## src/rtl/game_tick_gen.sv

```systemverilog
// Multi-channel programmable tick generator with a shared IDLE/RUN/PAUSED controller and difficulty level.
// Optional build macro TICK_TOTAL_EN adds per-channel 16-bit saturating tick counters on tick_total.
module game_tick_gen #(
    parameter int unsigned CNT_W          = 10,
    parameter int unsigned NUM_CH         = 2,
    parameter int unsigned LEVEL_W        = 3,
    parameter int unsigned DEFAULT_PERIOD = 512,
    parameter int unsigned MIN_PERIOD     = 16,
    localparam int unsigned CH_W          = (NUM_CH > 1) ? $clog2(NUM_CH) : 1
) (
    input  logic               clk,
    input  logic               reset,
    input  logic               start,
    input  logic               stop,
    input  logic               pause,
    input  logic               level_up,
    input  logic               cfg_valid,
    output logic               cfg_ready,
    input  logic [CH_W-1:0]    cfg_ch,
    input  logic [CNT_W-1:0]   cfg_period,
    output logic [NUM_CH-1:0]  tick,
    output logic [LEVEL_W-1:0] level,
    output logic               running
`ifdef TICK_TOTAL_EN
    ,
    output logic [NUM_CH*16-1:0] tick_total
`endif
);

    localparam logic [CNT_W-1:0] MIN_W = CNT_W'(MIN_PERIOD);

    typedef enum logic [1:0] {
        IDLE   = 2'd0,
        RUN    = 2'd1,
        PAUSED = 2'd2
    } state_t;

    state_t             state_q, state_d;
    logic [LEVEL_W-1:0] level_q, level_d;
    logic [CNT_W-1:0]   base_q  [NUM_CH];
    logic [CNT_W-1:0]   base_d  [NUM_CH];
    logic [CNT_W-1:0]   count_q [NUM_CH];
    logic [CNT_W-1:0]   count_d [NUM_CH];
    logic [CNT_W-1:0]   eff     [NUM_CH];

    function automatic logic [CNT_W-1:0] clamp(input logic [CNT_W-1:0] v);
        return (v < MIN_W) ? MIN_W : v;
    endfunction

    assign running   = (state_q == RUN);
    assign cfg_ready = (state_q != RUN);
    assign level     = level_q;

    always_comb begin
        state_d = state_q;
        level_d = level_q;
        base_d  = base_q;
        count_d = count_q;
        for (int unsigned i = 0; i < NUM_CH; i++) begin
            tick[i] = (state_q == RUN) && (count_q[i] == '0);
        end

        // Channel indices beyond NUM_CH match no entry, so such writes are dropped.
        if (cfg_valid && cfg_ready) begin
            for (int unsigned i = 0; i < NUM_CH; i++) begin
                if (CH_W'(i) == cfg_ch) begin
                    base_d[i] = clamp(cfg_period);
                end
            end
        end

        if ((state_q == RUN) && level_up && (level_q != '1)) begin
            level_d = level_q + 1'b1;
        end

        // Reloads use the post-update level so a level_up on a tick cycle applies at once.
        for (int unsigned i = 0; i < NUM_CH; i++) begin
            eff[i] = clamp(base_d[i] >> level_d);
        end

        case (state_q)
            IDLE: begin
                if (start) begin
                    state_d = pause ? PAUSED : RUN;
                    for (int unsigned i = 0; i < NUM_CH; i++) begin
                        count_d[i] = eff[i] - 1'b1;
                    end
                end
            end
            RUN: begin
                if (pause) begin
                    state_d = PAUSED;
                end
                for (int unsigned i = 0; i < NUM_CH; i++) begin
                    count_d[i] = tick[i] ? (eff[i] - 1'b1) : (count_q[i] - 1'b1);
                end
            end
            PAUSED: begin
                if (!pause) begin
                    state_d = RUN;
                end
            end
            default: state_d = IDLE;
        endcase

        if (stop) begin
            state_d = IDLE;
            level_d = '0;
            for (int unsigned i = 0; i < NUM_CH; i++) begin
                count_d[i] = '0;
            end
        end
    end

    always_ff @(posedge clk) begin
        if (reset) begin
            state_q <= IDLE;
            level_q <= '0;
            for (int unsigned i = 0; i < NUM_CH; i++) begin
                base_q[i]  <= clamp(CNT_W'(DEFAULT_PERIOD >> i));
                count_q[i] <= '0;
            end
        end else begin
            state_q <= state_d;
            level_q <= level_d;
            base_q  <= base_d;
            count_q <= count_d;
        end
    end

`ifdef TICK_TOTAL_EN
    logic [15:0] total_q [NUM_CH];

    always_ff @(posedge clk) begin
        if (reset || stop) begin
            for (int unsigned i = 0; i < NUM_CH; i++) begin
                total_q[i] <= '0;
            end
        end else begin
            for (int unsigned i = 0; i < NUM_CH; i++) begin
                if (tick[i] && (total_q[i] != '1)) begin
                    total_q[i] <= total_q[i] + 1'b1;
                end
            end
        end
    end

    always_comb begin
        tick_total = '0;
        for (int unsigned i = 0; i < NUM_CH; i++) begin
            tick_total[i*16 +: 16] = total_q[i];
        end
    end
`endif

endmodule

```

## config.mk

```make
export PLATFORM = sky130hd
export DESIGN_NAME = game_tick_gen
export DESIGN_NICKNAME = d
export VERILOG_FILES = /design/src/rtl/game_tick_gen.sv
export SDC_FILE = /design/constraint.sdc
export NUM_CORES = 1
export LEC_CHECK = 0
export BUFFER_PORTS_ARGS = -buffer_cell sky130_fd_sc_hd__buf_4
export CAP_MARGIN = 30
export CORE_ASPECT_RATIO = 0.8
export CORE_UTILIZATION = 62
export CTS_CLUSTER_DIAMETER = 120
export DETAILED_ROUTE_END_ITERATION = 10
export GPL_ROUTABILITY_DRIVEN = 0
export MAX_ROUTING_LAYER = met4
export PLACE_DENSITY = 0.88
export RECOVER_POWER = 25
export SLEW_MARGIN = 10
export SYNTH_ARGS = -nofsm -noshare
export SYNTH_HDL_FRONTEND = slang
export SYNTH_SLANG_ARGS = --single-unit
```

## constraint.sdc

```tcl
create_clock -name clk -period 4.3 [get_ports clk]
set_input_delay 0.215 -clock clk [delete_from_list [all_inputs] [get_ports clk]]
set_output_delay 0.215 -clock clk [all_outputs]
set_load 0.05 [all_outputs]
```

==> results of run 1 <==
flip-flops by register name, summed over array words and instances, names as in the netlist:
| name | count |
|---|---|
| base_q | 20 |
| state_q | 2 |
| count_q | 20 |
| level | 3 |
cell usage after synthesis, drive strengths merged (7+ instances only):
cell type  number
a211oi          8
a21oi          28
a31oi          11
and2            7
buf            11
clkbuf         14
dfxtp          45
inv            10
mux2            8
mux2i          10
mux4            9
nand2          43
nand2b          8
nand3          19
nor2           63
nor3           19
o211ai          8
o21a            7
o21ai          52
o22ai           7
through the flow:
| stage | instance area, sq um | instances |
|---|---|---|
| 2_1_floorplan | 3700 | 478 |
| 3_3_place_gp | 3880 | 561 |
| 3_5_place_dp | 3880 | 561 |
| 4_1_cts | 3990 | 569 |
| 5_1_grt | 4000 | 570 |
| 6_report | 4000 | 570 |
logic make-up (layout without fill, tap and decap cells):
group	after synthesis	in the layout	synth area share, %
buffers and inverters	35	48	4.73
and+or+nand+nor	198	198	27.0
xor gates and xnor gates	11	12	3.31
adders and majority gates	6	6	2.03
AOI/OAI and AO/OA	156	156	27.4
DFF	45	45	24.3
muxes	27	27	11.3
cells in the final DEF, fill, tap and decap left out, drive strengths merged, types with 8 or more instances in the layout:
| master | netlist | routed |
|---|---|---|
| clkbuf | 14 | 10 |
| o211ai | 8 | 8 |
| a21oi | 28 | 28 |
| buf | 11 | 27 |
| nand2 | 43 | 43 |
| o21ai | 52 | 52 |
| mux2 | 8 | 8 |
| inv | 10 | 10 |
| mux4 | 9 | 9 |
| a31oi | 11 | 11 |
| mux2i | 10 | 10 |
| a211oi | 8 | 8 |
| dfxtp | 45 | 45 |
| nand2b | 8 | 8 |
| nor3 | 19 | 19 |
| nand3 | 19 | 19 |
| nor2 | 63 | 63 |
power by group through the flow:
stage	registers (mW)	clock network, mW	logic (mW)
floorplan	0.461	0	0.262
global placement	0.465	0	0.329
detailed placement	0.466	0	0.338
CTS	0.456	0.298	0.343
global route	0.459	0.314	0.383
finish	0.457	0.296	0.355
per-layer routing:
| metal | track usage [%] | part of all wire (%) | vias to the layer above |
|---|---|---|---|
| met4 | 12.7 | 3.1 | 0 |
| met5 | - | 0 | - |
| li1 | - | - | 1827 |
| met1 | 45.7 | 40 | 1846 |
| met3 | 8.52 | 12 | 59 |
| met2 | 56.3 | 45 | 300 |
worst paths after layout:
check             slack, ns  cells after the start                        to                    start
hold / removal         0.06                      2   state_q[0]$_SDFFE_PP0P_                    pause
hold reg to reg        0.48                      2   count_q[1]$_SDFFE_PP0P_  count_q[1]$_SDFFE_PP0P_
setup reg to reg       0.26                     15  count_q[16]$_SDFFE_PP0P_      level[0]$_SDFF_PP0_
setup / recovery       0.26                     15  count_q[16]$_SDFFE_PP0P_      level[0]$_SDFF_PP0_
final cells by class:
| type | instances | area share (%) |
|---|---|---|
| Clock buffer | 7 | 2.41 |
| Clock inverter | 1 | 0.125 |
| Inverter | 10 | 0.939 |
| Multi-Input combinational cell | 399 | 66.2 |
| Sequential cell | 45 | 22.6 |
| Tap cell | 78 | 2.44 |
| Timing Repair Buffer | 30 | 5.35 |
==> impl_metrics.toml, run 1 <==
[critical_path]
max_stage_delay_ns = 0.51
critPathBufInv = 1
cp-end-kind = "flop"
cp_data_required_time_ns = 4.52
cp_slowest_cell = "and4bb_4"
crit_arrival_ns = 4.26
setup.worst_path.class = "reg2reg"
crit_family = "simple AND/OR/NAND/NOR gates"
cp_max_fo = 10
worstPathCellList = "ha_1 > ha_1 > and4bb_4 > xnor2_4 > mux4_2 > mux2_2 > o31a_1 > o2bb2ai_1 > or2_2 > ha_1 > inv_1 > nor2_1 > nand3b_1 > xnor2_1 > a211oi_1"
cp_common_cell = "ha_1"
cp-start-kind = "flop"

[global_routing]
grt_util_all_layers_pct = 36.1
antenna_found_initial = 0
grt_max_degree = 27
grt_pass1_wl_um = 17300
grt_pass1_vias = 3750
grt_remaining_overflow = 0

[floorplan]
fp.dieArea_sq_um = 6280
die_y_um = 71.1
num_rows = 24
die-width_um = 88.4
core_area_sq_um = 5590
initial_utilization_pct = 66.2
ios = 25

[pwr]
internal-power_mw = 0.722
ir_worst_vdd_uv = 211
p_sw_share_pct = 34.8
pwr-share-clk_pct = 26.7
pwr-share-comb_pct = 32.0
powerDensity_nw_per_um2 = 277
cellLeakagePower_nw = 1.51
p_seq_share_pct = 41.3
power_mw = 1.11
p_sw_mw = 0.386

[routing]
drt_iter0_drc = 572
ant_nets = 0
dr.pass1.iters = 6
drc_errors = 0
wl_per_cell_um = 18.7
wirelength_um = 10700
vias = 4032
viasPerCell = 7.07

[placement]
io_buffers = 24
dp_slack_ns = 0.245
hpwl_um = 7610

[timing]
grt_setup_unrepaired = "no"
fin_ws_ns = 0.259
fmax_mhz = 247
finalHoldViolations = 0
finClkSkew_ns = 0.00681
hold_slack_ns = 0.0598
tightest_slew_ns = 1.40
finalSetupTns_ns = 0
slew_viol_final = 0
period_share_pct = 94.0
setup_viol = 0
min_period_ns = 4.04
slew_headroom_pct = 6.83

[clock_network]
cts.htree.levels = 2
postCtsSetupBuffers = 0
clk_path_buf_depth = 2
numCtsBuffers = 5
cts_tree = "yes"
clk_latency_ns = 0.31
cts-resized-gates = 0
clock_tree.root_cell = "clkbuf_8"
clkSinkCount = 45
holdBufCountCts = 0
path_clk_slew_ns = 0.09

[cells_and_area]
areaGrowthSynthToFinish_pct = 8.05
drive_gt1_share_pct = 14.8
seq_area_sq_um = 902
fillers = 443
multi_input_area_sq_um = 2650
antennaDiodeCount = 0
post-route-util_pct = 71.6
fin_nets = 515

[synthesis]
ys.flop_type = "dfxtp_1"
syn_nets = 502
yosysWarnings = 0
synth_area_leaders = "dfxtp_1, nor2_1, o21ai_0, mux4_2, nand2_1"
synth-seq-area-share_pct = 24.3
syn_avg_cell_area_sq_um = 7.74
synth-edff-count = 0
async_reset_ff_share_pct = 0
ys_types = 78
synth_top_area_cell = "dfxtp_1"
netlist.area_leader.share_pct = 24.3
yosys_register_bits = 45
syn_inst = 478
syn-cell-area_sq_um = 3700

[hold_path]
hp-class = "in2reg"

[run_status]
status = "finished, final reports clean"

[flow_run]
cap_violations = 0
(Power assumes the default switching activity.)
==> run 2: changes to the inputs <==
CORE_UTILIZATION = 50   (was 62)
PLACE_DENSITY = 0.75   (was 0.88)
==> impl_metrics.toml, run 2 (synthesis results as in run 1) <==
[run_status]
status = "finished, final reports clean"

[routing]
vias = 3887
drc_errors = 0
wirelength_um = 10200
wl_per_cell_um = 17.7
viasPerCell = 6.71
dr.pass1.iters = 7
ant_nets = 0
drt_iter0_drc = 344

[critical_path]
setup.worst_path.class = "reg2reg"
crit_path_end = "count_q[16]$_SDFFE_PP0P_"
reg2reg_from = "state_q[1]$_SDFFE_PP0P_"
cp-end-kind = "flop"
crit_arrival_ns = 4.19
cp_max_fo = 14
r2r_slack_ns = 0.33
rr_worst_depth = 14
startpoint = "state_q[1]$_SDFFE_PP0P_"
cp-start-kind = "flop"
cp_data_required_time_ns = 4.52
r2r_end = "count_q[16]$_SDFFE_PP0P_"

[clock_network]
cts.htree.levels = 2
postCtsSetupBuffers = 0
clk_latency_ns = 0.31
clock_tree.root_cell = "clkbuf_8"
path_clk_slew_ns = 0.10
numCtsBuffers = 5
cts_tree = "yes"
cts-resized-gates = 0
clkSinkCount = 45
holdBufCountCts = 0
clk_path_buf_depth = 2

[global_routing]
gr-usage-met1_pct = 37.0
grt_use_met3_pct = 4.84
grt_remaining_overflow = 0
grt_util_all_layers_pct = 27.9
grt_max_degree = 27
top_usage_layer = "met2"
grt_pass1_wl_um = 17100
antenna_found_initial = 0
use_met2_pct = 44.3
grt_pass1_vias = 3548

[pwr]
powerDensity_nw_per_um2 = 296
pwr-share-clk_pct = 32.6
p_sw_mw = 0.387
pwr-share-comb_pct = 29.2
p_sw_share_pct = 32.4
internal-power_mw = 0.808
ir_worst_vdd_uv = 152
p_seq_share_pct = 38.2
cellLeakagePower_nw = 1.53

[floorplan]
num_rows = 27
core_area_sq_um = 7030
initial_utilization_pct = 52.7
fp.dieArea_sq_um = 7750
ios = 25
die-width_um = 98.2
die_y_um = 78.9

[timing]
finalSetupTns_ns = 0
finClkSkew_ns = 0.0103
finalHoldViolations = 0
tightest_slew_ns = 1.36
hold_slack_ns = 0.0593
min_period_ns = 3.97
grt_setup_unrepaired = "no"
period_share_pct = 92.2
fmax_mhz = 252
slew_headroom_pct = 9.38
slew_viol_final = 0
setup_viol = 0

[flow_run]
cap_violations = 0

[placement]
io_buffers = 24
hpwl_um = 7430

[cells_and_area]
final_cell_mix = "nor2_1, dfxtp_1, o21ai_0"
antennaDiodeCount = 0
fin_nets = 515
areaGrowthSynthToFinish_pct = 9.00
layout_commonest_cell = "nor2_1"
drive_gt1_share_pct = 14.2
fillers = 669

[hold_path]
hp-class = "in2reg"
## run 2: changes by cell type in the layout (fill, tap and decap cells not counted), sizes merged
cell    change
xnor2       -1
bufinv      +2
clkbuf      -1
## run 2: worst max-delay path: stages (launching register included)
cell       delay, ns
dfxtp_1         0.39
nand2b_1        0.50
inv_1           0.20
nor2_4          0.30
mux4_2          0.54
mux2_2          0.29
o31a_1          0.28
o2bb2ai_1       0.19
or2_2           0.18
ha_1            0.21
inv_1           0.06
nor2_1          0.18
nand3b_1        0.12
xnor2_1         0.17
a211oi_1        0.26
## run 2: worst min path at each step
stage / startpoint / to / slack [ns] / cells past startpoint
CTS: pause / state_q[0]$_SDFFE_PP0P_ / 0.06 / 2
global placement: pause / state_q[0]$_SDFFE_PP0P_ / 0.39 / 2
global route: pause / state_q[0]$_SDFFE_PP0P_ / 0.06 / 2
detailed placement: pause / state_q[0]$_SDFFE_PP0P_ / 0.39 / 2
floorplan: pause / state_q[0]$_SDFFE_PP0P_ / 0.29 / 1
finish: pause / state_q[0]$_SDFFE_PP0P_ / 0.06 / 2
## run 2: metrics by stage
stage | total power, mW | area [sq um] | cells | util, % | worst slack (ns)
4_1_cts | 1.19 | 4050 | 579 | 57.6 | 0.378
2_1_floorplan | 0.723 | 3700 | 478 | - | 0.375
3_5_place_dp | 0.804 | 3920 | 571 | 55.7 | 0.444
5_1_grt | 1.25 | 4030 | 579 | 57.4 | 0.169
6_report | 1.19 | 4030 | 579 | 57.4 | 0.334
3_3_place_gp | 0.798 | 3920 | 571 | 55.7 | 0.620
## run 2: final cells by class
type                    count  area (sq um)  share of cell area [%]
multi-input cells         398          2620                    65.0
flip-flops and latches     45           901                    22.3
repair buffers             31           230                    5.71
well taps                  87           109                    2.70
clock buffers               5          68.8                    1.71
clock inverters             3          65.1                    1.61
inverters                  10          37.5                   0.931
## run 2: metal layers
layer	up-vias	share of wire, %
met2	229	46
met1	1822	45
met3	15	8.3
met4	0	1.4
met5	-	0
li1	1821	-
## run 2: power by group through the flow
stage,Clock [mW],Combinational (mW),Sequential [mW]
floorplan,0,0.262,0.461
global placement,0,0.333,0.465
detailed placement,0,0.339,0.465
CTS,0.393,0.341,0.456
global route,0.413,0.383,0.460
finish,0.389,0.349,0.457
